$ cat config.mk
export PLATFORM = sky130hd
export DESIGN_NAME = uart_rx
export DESIGN_NICKNAME = d
export VERILOG_FILES = /design/src/rtl/uart_pkg.sv /design/src/rtl/uart_sync.sv /design/src/rtl/uart_rx.sv
export SDC_FILE = /design/constraint.sdc
export NUM_CORES = 1
export LEC_CHECK = 0
export CAP_MARGIN = 20
export CORE_MARGIN = 4
export CORE_UTILIZATION = 48
export CTS_CLUSTER_SIZE = 25
export DETAILED_ROUTE_END_ITERATION = 12
export PLACE_DENSITY = 0.81
export SYNTH_ARGS = -nofsm -noshare
export SYNTH_HDL_FRONTEND = slang
export SYNTH_HIERARCHICAL = 1
export SYNTH_SLANG_ARGS = --single-unit
export TNS_END_PERCENT = 10
$ cat constraint.sdc
create_clock -name clk -period 1.6 [get_ports clk]
set_input_delay 0.16 -clock clk [delete_from_list [all_inputs] [get_ports clk]]
set_output_delay 0.16 -clock clk [all_outputs]
set_load 0.01 [all_outputs]
$ cat src/rtl/uart_pkg.sv
// Shared UART definitions: frame FSM states and data width, used by both RX and TX.
package uart_pkg;

  typedef enum logic [1:0] {
    IDLE  = 2'd0,
    START = 2'd1,
    DATA  = 2'd2,
    STOP  = 2'd3
  } state_t;

  localparam int unsigned DATA_BITS = 8;

endpackage

$ cat src/rtl/uart_sync.sv
// Multi-flop synchronizer for an asynchronous input; flops reset to the line's idle level (1).
module uart_sync #(
  parameter int unsigned STAGES = 2
) (
  input  logic clk,
  input  logic rst_n,
  input  logic i_d,
  output logic o_q
);

  logic [STAGES-1:0] r_sync;

  always_ff @(posedge clk) begin
    if (!rst_n) begin
      r_sync <= '1;
    end else begin
      r_sync <= {r_sync[STAGES-2:0], i_d};
    end
  end

  assign o_q = r_sync[STAGES-1];

endmodule

$ cat src/rtl/uart_rx.sv
// UART 8N1 receiver: synchronized line, mid-bit sampling, one-deep holding register
// with valid/ready hand-off, frame-error and overrun pulses.
module uart_rx
  import uart_pkg::*;
#(
  parameter int unsigned CLKS_PER_BIT = 16
) (
  input  logic       clk,
  input  logic       rst_n,
  input  logic       rx,
  output logic [7:0] rx_data,
  output logic       rx_valid,
  input  logic       rx_ready,
  output logic       frame_err,
  output logic       overrun
);

  localparam int unsigned CNT_W = $clog2(CLKS_PER_BIT);
  localparam logic [CNT_W-1:0] CNT_MID  = CNT_W'(CLKS_PER_BIT / 2 - 1);
  localparam logic [CNT_W-1:0] CNT_LAST = CNT_W'(CLKS_PER_BIT - 1);
  localparam logic [2:0]       BIT_LAST = 3'(DATA_BITS - 1);

  logic             w_rx_s;
  logic             r_rx_prev;
  state_t           r_state;
  logic [CNT_W-1:0] r_cnt;
  logic [2:0]       r_bit_idx;
  logic [7:0]       r_shift;
  logic             r_done;
  logic             r_ferr;

  uart_sync #(
    .STAGES(2)
  ) u_sync (
    .clk  (clk),
    .rst_n(rst_n),
    .i_d  (rx),
    .o_q  (w_rx_s)
  );

  // Previous-sample register resets low so a start edge needs rx_s seen high first.
  always_ff @(posedge clk) begin
    if (!rst_n) begin
      r_rx_prev <= 1'b0;
      r_state   <= IDLE;
      r_cnt     <= '0;
      r_bit_idx <= '0;
      r_shift   <= '0;
      r_done    <= 1'b0;
      r_ferr    <= 1'b0;
    end else begin
      r_rx_prev <= w_rx_s;
      r_done    <= 1'b0;
      r_ferr    <= 1'b0;
      case (r_state)
        IDLE: begin
          if (r_rx_prev && !w_rx_s) begin
            r_state <= START;
            r_cnt   <= '0;
          end
        end
        START: begin
          if (r_cnt == CNT_MID) begin
            r_cnt <= '0;
            if (!w_rx_s) begin
              r_state   <= DATA;
              r_bit_idx <= '0;
            end else begin
              r_state <= IDLE;
            end
          end else begin
            r_cnt <= r_cnt + CNT_W'(1);
          end
        end
        DATA: begin
          if (r_cnt == CNT_LAST) begin
            r_cnt     <= '0;
            r_shift   <= {w_rx_s, r_shift[7:1]};
            r_bit_idx <= r_bit_idx + 3'd1;
            if (r_bit_idx == BIT_LAST) begin
              r_state <= STOP;
            end
          end else begin
            r_cnt <= r_cnt + CNT_W'(1);
          end
        end
        STOP: begin
          if (r_cnt == CNT_LAST) begin
            r_cnt   <= '0;
            r_state <= IDLE;
            if (w_rx_s) begin
              r_done <= 1'b1;
            end else begin
              r_ferr <= 1'b1;
            end
          end else begin
            r_cnt <= r_cnt + CNT_W'(1);
          end
        end
        default: r_state <= IDLE;
      endcase
    end
  end

  // Holding register: a completed byte is taken only if the slot is empty or being drained.
  always_ff @(posedge clk) begin
    if (!rst_n) begin
      rx_data   <= '0;
      rx_valid  <= 1'b0;
      frame_err <= 1'b0;
      overrun   <= 1'b0;
    end else begin
      frame_err <= r_ferr;
      overrun   <= 1'b0;
      if (r_done) begin
        if (!rx_valid || rx_ready) begin
          rx_data  <= r_shift;
          rx_valid <= 1'b1;
        end else begin
          overrun <= 1'b1;
        end
      end else if (rx_valid && rx_ready) begin
        rx_valid <= 1'b0;
      end
    end
  end

endmodule

==> run summary, run 1 <==
Status -> complete, no violations
Synth Flop Type -> dfxtp_1
Fin Hold WS -> 0.395 ns
Critical-path maximum fanout -> 5
Setup Fix Bufs, Post-CTS -> 0
Synth warn -> 6
Period utilization -> 0.921
Rows -> 18
CTS clock-pin slew for the worst setup and hold paths -> 0.10 ns
RD Place Congestion -> 0.769
Met3 Usage GRT -> 0.0574
Critical path capture point type -> register
Clock root buffer -> clkbuf_4
Setup_tns -> 0 ns
GRT Overall Usage -> 0.156
Drt first pass iters -> 4
Reg area -> 661 um2
Synthesized Nets -> 138
Multi-input logic area -> 622 um2
Filler cell count -> 228
Startpoint Class -> register
Avg Cell Area, Syn -> 10.2 um2
First-pass GRT wire length -> 4.21 mm
Met1 GRT Util -> 0.176
Leak Pwr -> 0.000641 uW
Die Height -> 60.8 um
Mapped Area -> 0.00134 mm2
PwrDens -> 866 mW/mm2
Dpl hpwl -> 1.71 mm
Initial Utilization -> 0.521
Overall routed net length -> 2.44 mm
Required @ worst endpoint -> 1.86 ns
Placed cell area -> 0.00155 mm2
Worst Skew -> 0.00805 ns
Critical path's slowest cell -> dfxtp_1
GR peak layer -> met2
TritonCTS Sinks -> 33
Max IR drop VDD -> 0.000576 V
Die W -> 60.8 um
Area grow syn2layout -> 19.9%
Met2 Use GR -> 0.243
Post-synth ARST share -> 0
Drt via density -> 5.47
Vias in the first global route -> 973
CTS tree -> yes
Mapped Cells -> 131
Maximum clock rate -> 679 MHz
Worst EP arrival -> 1.73 ns
Post-synth EDFFs -> 0
Area contributors post-synth -> dfxtp_1, mux2i_1, nor2b_1
Clock latency on the worst-skew pair -> 0.33 ns
Max-slew headroom -> 0.799
Largest net degree at the start of global routing -> 35
WL per Instance -> 13.4 um
Num CTS Buffers -> 5
Sequential share of the synthesized area -> 0.494
Total power -> 1390 uW
Min Clock Period, post-route -> 1.47 ns
Core box area -> 0.00257 mm2
Resize count post-CTS -> 0
Antenna violations before repair -> 0
Ports -> 15
Top post-synthesis cells by count -> dfxtp_1, nor2b_1, mux2i_1
Actual slew at the worst max-slew pin -> 0.302 ns
Most common cell in the netlist -> dfxtp_1
Worst min-delay path category -> input port to register
Cell variety after synth -> 35
# setup viols final -> 0
DR vias -> 996
Die Area -> 0.00369 mm2
N_diodes -> 0
Max clock buf depth -> 2
Finished Core Util -> 0.625
Crit path kind -> register to register
RSZ-0062 raised after global routing -> false
Synth Register Bits -> 33
CP max stage delay -> 0.35 ns
Largest area contributor in the netlist -> dfxtp_1
CP cell instances -> ha_1 > buf_4 > nand2b_1 > a211oi_1 > a21oi_1 > a21boi_0
Slew Limit Fails -> 0
Post-cts hold buffer count -> 0
DRT antenna net count -> 0
DR DRC count -> 0
Share of cells above drive strength 1 -> 0.118
Total number of H-tree levels -> 2
Final Hold Fails -> 0
Max cap viols -> 0
Share of Yosys cell area claimed by the top area cell type -> 0.494
1st-iter DRT viols -> 49
Final Instance Area -> 0.00160 mm2
Port Buffer Count -> 14
Grt ovf -> 0
Nets -> 159
critical path, delay by kind of cell, from the launching register on:
family	cells	cell delay, ns
DFF	1	0.35
and+or+nand+nor	1	0.14
AOI/OAI and AO/OA	3	0.51
buffers and inverters	1	0.16
adders and majority gates	1	0.23
path summary, 6_finish.rpt:
kind | from | to | slack (ns) | cells after the start
max | r_cnt[0] | r_cnt[3] | 0.13 | 6
max reg2reg | r_cnt[0] | r_cnt[3] | 0.13 | 6
min | rx | u_sync/r_sync[0] | 0.40 | 2
min reg2reg | u_sync/r_sync[0] | u_sync/r_sync[1] | 0.42 | 1
layout make-up:
type	instances	area share
inverters	3	0.00702
flip-flops and latches	33	0.412
well taps	30	0.0234
multi-input cells	88	0.388
repair buffers	21	0.136
clock buffers	7	0.0343
power by group:
| group | internal (uW) | switching (uW) |
|---|---|---|
| Clock | 207 | 260 |
| Sequential | 832 | 8.45 |
| Combinational | 41.5 | 40.8 |
placed cells by master (no fill, tap or decap):
cell / count
a21oi_2: 1
ha_1: 3
nand3b_1: 1
a22oi_1: 2
clkdlybuf4s50_1: 14
o31ai_1: 1
inv_1: 2
a21boi_0: 2
inv_2: 1
buf_4: 5
dfxtp_1: 33
and3_1: 1
nand3_1: 7
a21oi_1: 4
buf_12: 2
mux2i_1: 16
nor2_1: 1
nand2_1: 5
o41ai_1: 1
nand2b_1: 5
and2_1: 2
nand4_1: 1
a21o_1: 1
nor3_2: 1
clkbuf_1: 1
nor3_1: 2
clkbuf_4: 5
clkbuf_8: 1
o21a_1: 1
o21ai_0: 5
o211a_1: 2
a211oi_1: 1
o21ai_1: 2
or2_2: 1
or4_4: 1
nor2b_1: 18
per-stage QoR:
stage	instances	setup slack, ns
3_5_place_dp	175	0.112
5_1_grt	182	0.0105
6_report	182	0.127
3_3_place_gp	175	0.181
2_1_floorplan	131	0.131
4_1_cts	182	0.137
flip-flops by register name, indices dropped and copies added, names as in the netlist, named ones only:
| register | count |
|---|---|
| r_state | 1 |
| r_cnt | 4 |
| rx_data | 8 |
| r_done | 1 |
| r_ferr | 1 |
| rx_valid | 1 |
| frame_err | 1 |
| u_sync/r_sync | 2 |
| r_rx_prev | 1 |
| r_bit_idx | 3 |
| overrun | 1 |
| r_shift | 8 |
kinds of logic (layout without fill, tap and decap cells):
family,count (synthesis),count (layout),synth area share
AOI/OAI and AO/OA,23,23,0.114
adders and majority gates,3,3,0.0281
buffers and inverters,10,31,0.0412
DFF,33,33,0.494
muxes,16,16,0.120
and+or+nand+nor,46,46,0.203
metal layers:
metal  wire, um  vias up
li1           -      496
met1       1030      461
met2       1170       32
met3        178        7
met4         55        0
met5          0        -
Power figures use the tool's default switching activity.
==> run 2, diff against run 1 <==
--- a/config.mk
+++ b/config.mk
@@ -7,12 +7,12 @@
 export LEC_CHECK = 0
 export CAP_MARGIN = 20
 export CORE_MARGIN = 4
-export CORE_UTILIZATION = 48
+export CORE_UTILIZATION = 58
 export CTS_CLUSTER_SIZE = 25
 export DETAILED_ROUTE_END_ITERATION = 12
-export PLACE_DENSITY = 0.81
+export PLACE_DENSITY = 0.91
 export SYNTH_ARGS = -nofsm -noshare
 export SYNTH_HDL_FRONTEND = slang
 export SYNTH_HIERARCHICAL = 1
 export SYNTH_SLANG_ARGS = --single-unit
-export TNS_END_PERCENT = 10
+export TNS_END_PERCENT = 100
==> constraint.sdc (replaced) <==
create_clock -name clk -period 1.7 [get_ports clk]
set_input_delay 0.17 -clock clk [delete_from_list [all_inputs] [get_ports clk]]
set_output_delay 0.17 -clock clk [all_outputs]
set_load 0.01 [all_outputs]
==> run 2 against run 1 <==
Wire length is 0.45% higher. Hold slack is essentially flat. Critical path type unchanged. Count of clock-buffer cells in the layout fell by 2. Setup slack worse by 0.016 ns. Largest power group unchanged. Register-to-register slack got worse by 0.02 ns.
==> run summary, run 2 (same netlist as run 1, synthesis figures left out) <==
Filler cell count -> 159 (-30%)
N_diodes -> 0 (unchanged)
Reg area -> 661 um2 (unchanged)
Nets -> 157 (-1.3%)
# setup viols final -> 0 (unchanged)
Worst EP arrival -> 1.82 ns (+0.09 ns)
Crit path kind -> register to register
DR vias -> 976 (-2.0%)
PwrDens -> 805 mW/mm2 (-7.0%)
Commonest non-fill, non-tap cell in the layout -> dfxtp_1
Max IR drop VDD -> 0.000613 V (+6.4%)
Clock power share -> 0.322 (-0.014)
Sw Ratio -> 0.239 (+0.0167)
Multi-input logic area -> 646 um2 (+3.8%)
RD Place Congestion -> 0.931 (+21%)
1st-iter DRT viols -> 26 (-47%)
Required @ worst endpoint -> 1.93 ns (+0.07 ns)
Die Area -> 0.00314 mm2 (-15%)
Seq pwr share -> 0.624 (+0.019)
Max cap viols -> 0 (unchanged)
Setup_tns -> 0 ns (unchanged)
Initial Utilization -> 0.605 (+0.0837)
CTS clock-pin slew for the worst setup and hold paths -> 0.10 ns (about the same)
Total number of H-tree levels -> 2 (unchanged)
Sw power -> 306 uW (-0.97%)
Worst Skew -> 0.00862 ns (+0.000568 ns)
Port Buffer Count -> 14 (unchanged)
Die Height -> 56.0 um (-7.8%)
Top Registers -> r_shift: 8 flops, rx_data: 8 flops, r_cnt: 4 flops
Most frequent cells in the layout -> dfxtp_1, nor2b_1, mux2i_1
Critical path capture point type -> register
Min Clock Period, post-route -> 1.59 ns (+0.116 ns)
Flop-to-flop setup slack -> 0.11 ns (-0.02 ns)
TritonCTS Sinks -> 33 (unchanged)
Area grow syn2layout -> 18.8%
Combinational Power Share -> 0.054 (-0.005)
Met2 Use GR -> 0.272 (+0.0294)
GR peak layer -> met2
Antenna violations before repair -> 0 (unchanged)
Die W -> 56.0 um (-7.8%)
Critical-path maximum fanout -> 11 (+6)
Overall routed net length -> 2.45 mm (+0.45%)
Slew Limit Fails -> 0 (unchanged)
Met1 GRT Util -> 0.195 (+0.0192)
Status -> complete, no violations
Clock root buffer -> clkbuf_4
Vias in the first global route -> 938 (-3.6%)
Final Hold Fails -> 0 (unchanged)
DRT antenna net count -> 0 (unchanged)
Actual slew at the worst max-slew pin -> 0.336 ns (+0.0344 ns)
GRT Overall Usage -> 0.168 (+0.0118)
Ports -> 15 (unchanged)
Drt first pass iters -> 4 (unchanged)
Largest net degree at the start of global routing -> 25 (-29%)
Period utilization -> 0.935 (+0.0138)
Num CTS Buffers -> 5 (unchanged)
CTS tree -> yes
Max-slew headroom -> 0.776 (-0.0230)
Leak Pwr -> 0.000620 uW (-3.2%)
Rows -> 17 (-1)
Max clock buf depth -> 2 (unchanged)
Met3 Usage GRT -> 0.0650 (+0.00752)
WL per Instance -> 13.7 um (+2.1%)
Total power -> 1280 uW (-7.9%)
Share of cells above drive strength 1 -> 0.132 (+0.0140)
Finished Layout Cells -> 179 (-1.6%)
Startpoint Class -> register
Drt via density -> 5.45 (-0.37%)
Setup Fix Bufs, Post-CTS -> 0 (unchanged)
Post-Place Cells -> 171 (-2.3%)
Cell Int Power -> 974 uW (-9.9%)
Grt ovf -> 0 (unchanged)
Fin Hold WS -> 0.395 ns (-0.000381 ns)
First-pass GRT wire length -> 4.13 mm (-1.8%)
Worst min-delay path category -> input port to register
Core box area -> 0.00221 mm2 (-14%)
Dpl hpwl -> 1.78 mm (+3.8%)
Clock latency on the worst-skew pair -> 0.33 ns (about the same)
DR DRC count -> 0 (unchanged)
Maximum clock rate -> 629 MHz (-7.3%)
## run 2: critical path: stages (launching register included)
cell and delay (ns):
dfxtp_1 0.43, ha_4 0.20, nand3_2 0.15, nor3_4 0.25
buf_6 0.20, mux2i_1 0.22, nor2b_1 0.07
## run 2: final cells by class
type	instances	share of cell area
multi-input combinational	88	0.406
tap	28	0.0220
clock buffer	5	0.0236
inverter	3	0.00709
clock inverter	3	0.0110
timing repair buffer	19	0.114
sequential	33	0.416
## run 2: worst paths after layout
check / cells past startpoint / from / endpoint
worst min-delay path: 2 / rx / u_sync/r_sync[0]
worst min register to register: 1 / u_sync/r_sync[0] / u_sync/r_sync[1]
worst max-delay path: 6 / r_cnt[0] / r_shift[2]
worst max register to register: 6 / r_cnt[0] / r_shift[2]
## run 2: repair_timing
item                       in CTS  in global routing
resized for setup               0                  5
hold buffers                    0                  0
setup endpoints to repair       0                  9
## run 2: power by group through the flow
stage | clock network [uW] | registers (uW) | logic, uW
floorplan | 0 | 810 | 48.2
global placement | 0 | 812 | 63.6
detailed placement | 0 | 813 | 67.2
CTS | 427 | 795 | 66.9
global route | 468 | 802 | 74.8
finish | 412 | 799 | 68.5
## run 2: per-layer routing
metal / up-vias / share of wire
li1: 494 / -
met1: 446 / 0.43
met5: - / 0
met3: 10 / 0.050
met2: 26 / 0.49
met4: 0 / 0.031
## run 2: stage by stage
step	setup WS (ns)	area [um2]	utilization
2_1_floorplan	0.231	1340	-
5_1_grt	-0.0134	1590	0.718
6_report	0.111	1590	0.718
3_3_place_gp	0.202	1510	0.681
3_5_place_dp	0.0810	1510	0.681
4_1_cts	0.0816	1560	0.706
==> run 3, diff against run 2 <==
--- a/config.mk
+++ b/config.mk
@@ -7,12 +7,11 @@
 export LEC_CHECK = 0
 export CAP_MARGIN = 20
 export CORE_MARGIN = 4
-export CORE_UTILIZATION = 58
+export CORE_UTILIZATION = 57
 export CTS_CLUSTER_SIZE = 25
 export DETAILED_ROUTE_END_ITERATION = 12
-export PLACE_DENSITY = 0.91
+export PLACE_DENSITY = 0.8
 export SYNTH_ARGS = -nofsm -noshare
 export SYNTH_HDL_FRONTEND = slang
-export SYNTH_HIERARCHICAL = 1
 export SYNTH_SLANG_ARGS = --single-unit
 export TNS_END_PERCENT = 100
==> run 3 against run 2 <==
Wire length is 1.1% higher. Largest power group unchanged. Global-route usage up 1.5 points. Clock power grew 18%. Clock skew fell by 0.0025 ns. Combinational power down 43%. Largest cell class unchanged.
==> run summary, run 3 <==
Status -> complete, no violations
Area contributors post-synth -> dfxtp_1, mux2i_1, nor2_1
Die Height -> 55.7 um (-0.63%)
Filler cell count -> 165 (+3.8%)
Max clock buf depth -> 2 (unchanged)
Finished Layout Cells -> 177 (-1.1%)
FF-to-FF Start -> r_cnt[0]
Avg Cell Area, Syn -> 9.89 um2 (-3.2%)
Top post-synthesis cells by count -> dfxtp_1, nor2_1, mux2i_1
Sequential share of the synthesized area -> 0.510 (+0.0162)
Max cap viols -> 0 (unchanged)
Slew Limit Fails -> 0 (unchanged)
Final Hold Fails -> 0 (unchanged)
PwrDens -> 859 mW/mm2 (+6.7%)
Crit path kind -> register to register
Leak Pwr -> 0.000631 uW (+1.7%)
Worst EP arrival -> 1.73 ns (-0.09 ns)
Min Clock Period, post-route -> 1.52 ns (-0.0710 ns)
Core box area -> 0.00206 mm2 (-6.8%)
Share of Yosys cell area claimed by the top area cell type -> 0.510 (+0.0162)
Share of cells above drive strength 1 -> 0.120 (-0.0125)
Grt ovf -> 0 (unchanged)
Synth Flop Type -> dfxtp_1
Cell variety after synth -> 35 (unchanged)
Resize count post-CTS -> 0 (unchanged)
Cells on Worst Hold Path -> 1 (-1)
Top Registers -> r_shift: 8 flops, rx_data: 8 flops, r_cnt: 4 flops
Worst Skew -> 0.00617 ns (-0.00245 ns)
Port Buffer Count -> 14 (unchanged)
Commonest non-fill, non-tap cell in the layout -> dfxtp_1
Num CTS Buffers -> 5 (unchanged)
Post-synth EDFFs -> 0 (unchanged)
GRT Overall Usage -> 0.183 (+0.0152)
CP Capture Point -> r_shift[1]
Post-cts hold buffer count -> 0 (unchanged)
Drt first pass iters -> 4 (unchanged)
Die W -> 55.7 um (-0.63%)
Post-synth ARST share -> 0 (unchanged)
Startpoint Class -> register
Initial Utilization -> 0.628 (+0.0234)
CTS clock-pin slew for the worst setup and hold paths -> 0.10 ns (about the same)
Rows -> 16 (-1)
TritonCTS Sinks -> 33 (unchanged)
Fin Hold WS -> 0.419 ns (+0.0245 ns)
Most frequent cells in the layout -> dfxtp_1, nor2_1, mux2i_1
Synth warn -> 0 (-6)
Largest net degree at the start of global routing -> 19 (-24%)
R2R depth -> 6 (unchanged)
Area grow syn2layout -> 17.8%
Vias in the first global route -> 950 (+1.3%)
Drt via density -> 5.36 (-1.7%)
# setup viols final -> 0 (unchanged)
Worst min-delay path category -> register to register
Required @ worst endpoint -> 1.92 ns (about the same)
CP startpoint -> r_cnt[0]
Flop-to-flop setup slack -> 0.18 ns (+0.07 ns)
Clock root buffer -> clkbuf_4
First-pass GRT wire length -> 4.46 mm (+8.0%)
Total number of H-tree levels -> 2 (unchanged)
Mapped Cells -> 131 (unchanged)
Nets -> 156 (-0.64%)
DR DRC count -> 0 (unchanged)
DRT antenna net count -> 0 (unchanged)
Mapped Area -> 0.00129 mm2 (-3.2%)
Setup_tns -> 0 ns (unchanged)
Maximum clock rate -> 659 MHz (+4.7%)
Max-slew headroom -> 0.773 (-0.00238)
Final WS setup -> 0.182 ns (+0.0710 ns)
Actual slew at the worst max-slew pin -> 0.340 ns (+0.00356 ns)
Critical path capture point type -> register
Total power -> 1310 uW (+2.4%)
Dpl ws -> 0.209 ns (+0.128 ns)
Synthesized Nets -> 138 (unchanged)
Clock latency on the worst-skew pair -> 0.32 ns (about the same)
Setup Fix Bufs, Post-CTS -> 0 (unchanged)
Ports -> 15 (unchanged)
Post-Place Cells -> 169 (-1.2%)
Antenna violations before repair -> 0 (unchanged)
Overall routed net length -> 2.48 mm (+1.1%)
Die Area -> 0.00310 mm2 (-1.3%)
RD Place Congestion -> 0.801 (-14%)
N_diodes -> 0 (unchanged)
WL per Instance -> 14.0 um (+2.2%)
Period utilization -> 0.893 (-0.0418)
Max IR drop VDD -> 0.000584 V (-4.7%)
RSZ-0062 raised after global routing -> false
1st-iter DRT viols -> 24 (-7.7%)
Dpl hpwl -> 1.71 mm (-3.8%)
Synth Register Bits -> 33 (unchanged)
CTS tree -> yes
DR vias -> 949 (-2.8%)
Most common cell in the netlist -> dfxtp_1
Largest area contributor in the netlist -> dfxtp_1
Critical-path maximum fanout -> 11 (unchanged)
RR Endpoint -> r_shift[1]
run 3: cells by family after synthesis:
family,after synthesis,synth area share
AND/OR/NAND/NOR,49,0.182
flip-flops,33,0.510
AO/OA/AOI/OAI,19,0.106
multiplexers,16,0.124
buffers and inverters,10,0.0425
adder cells (fa/ha/maj),3,0.0290
XOR/XNOR,1,0.00676
run 3: per-layer routing:
| metal | vias to the layer above | part of all wire | GRT usage |
|---|---|---|---|
| met4 | 0 | 0.026 | 0.104 |
| met1 | 437 | 0.44 | 0.221 |
| met5 | - | 0 | 0 |
| li1 | 482 | - | - |
| met2 | 21 | 0.49 | 0.282 |
| met3 | 9 | 0.040 | 0.0626 |
run 3: worst min-delay path by stage:
stage / startpoint / end / slack (ns)
6_report: u_sync.r_sync[0] / u_sync.r_sync[1] / 0.42
5_1_grt: rx / u_sync.r_sync[0] / 0.41
4_1_cts: u_sync.r_sync[0] / u_sync.r_sync[1] / 0.42
3_5_place_dp: u_sync.r_sync[0] / u_sync.r_sync[1] / 0.40
3_3_place_gp: u_sync.r_sync[0] / u_sync.r_sync[1] / 0.39
2_1_floorplan: rx / u_sync.r_sync[0] / 0.27
run 3: worst max-delay path, cell delays in order, from the launching register on:
cell	delay, ns
dfxtp_1	0.39
ha_1	0.24
nand2_1	0.11
nor3_2	0.17
buf_4	0.23
mux2i_1	0.21
nor2_1	0.05
run 3: area by class of cell:
cell class	instances	area, um2	area share
multi-input combinational	88	579	0.380
sequential	33	661	0.433
clock buffer	7	65.1	0.0427
tap	27	33.8	0.0221
clock inverter	1	5.00	0.00328
timing repair buffer	18	170	0.112
inverter	3	11.3	0.00738
run 3: report_power, final:
part / total (uW) / internal (uW) / switching [uW] / leakage [uW]
Clock: 488 / 240 / 248 / 0.0000413
Sequential: 783 / 778 / 5.34 / 0.000267
Combinational: 39.1 / 16.5 / 22.5 / 0.000323
run 3: metrics by stage:
stage                     area (um2)   util
after floorplan                 1290      -
after global placement          1460  0.706
after detailed placement        1460  0.706
after CTS                       1530  0.740
after global routing            1530  0.740
final                           1530  0.740
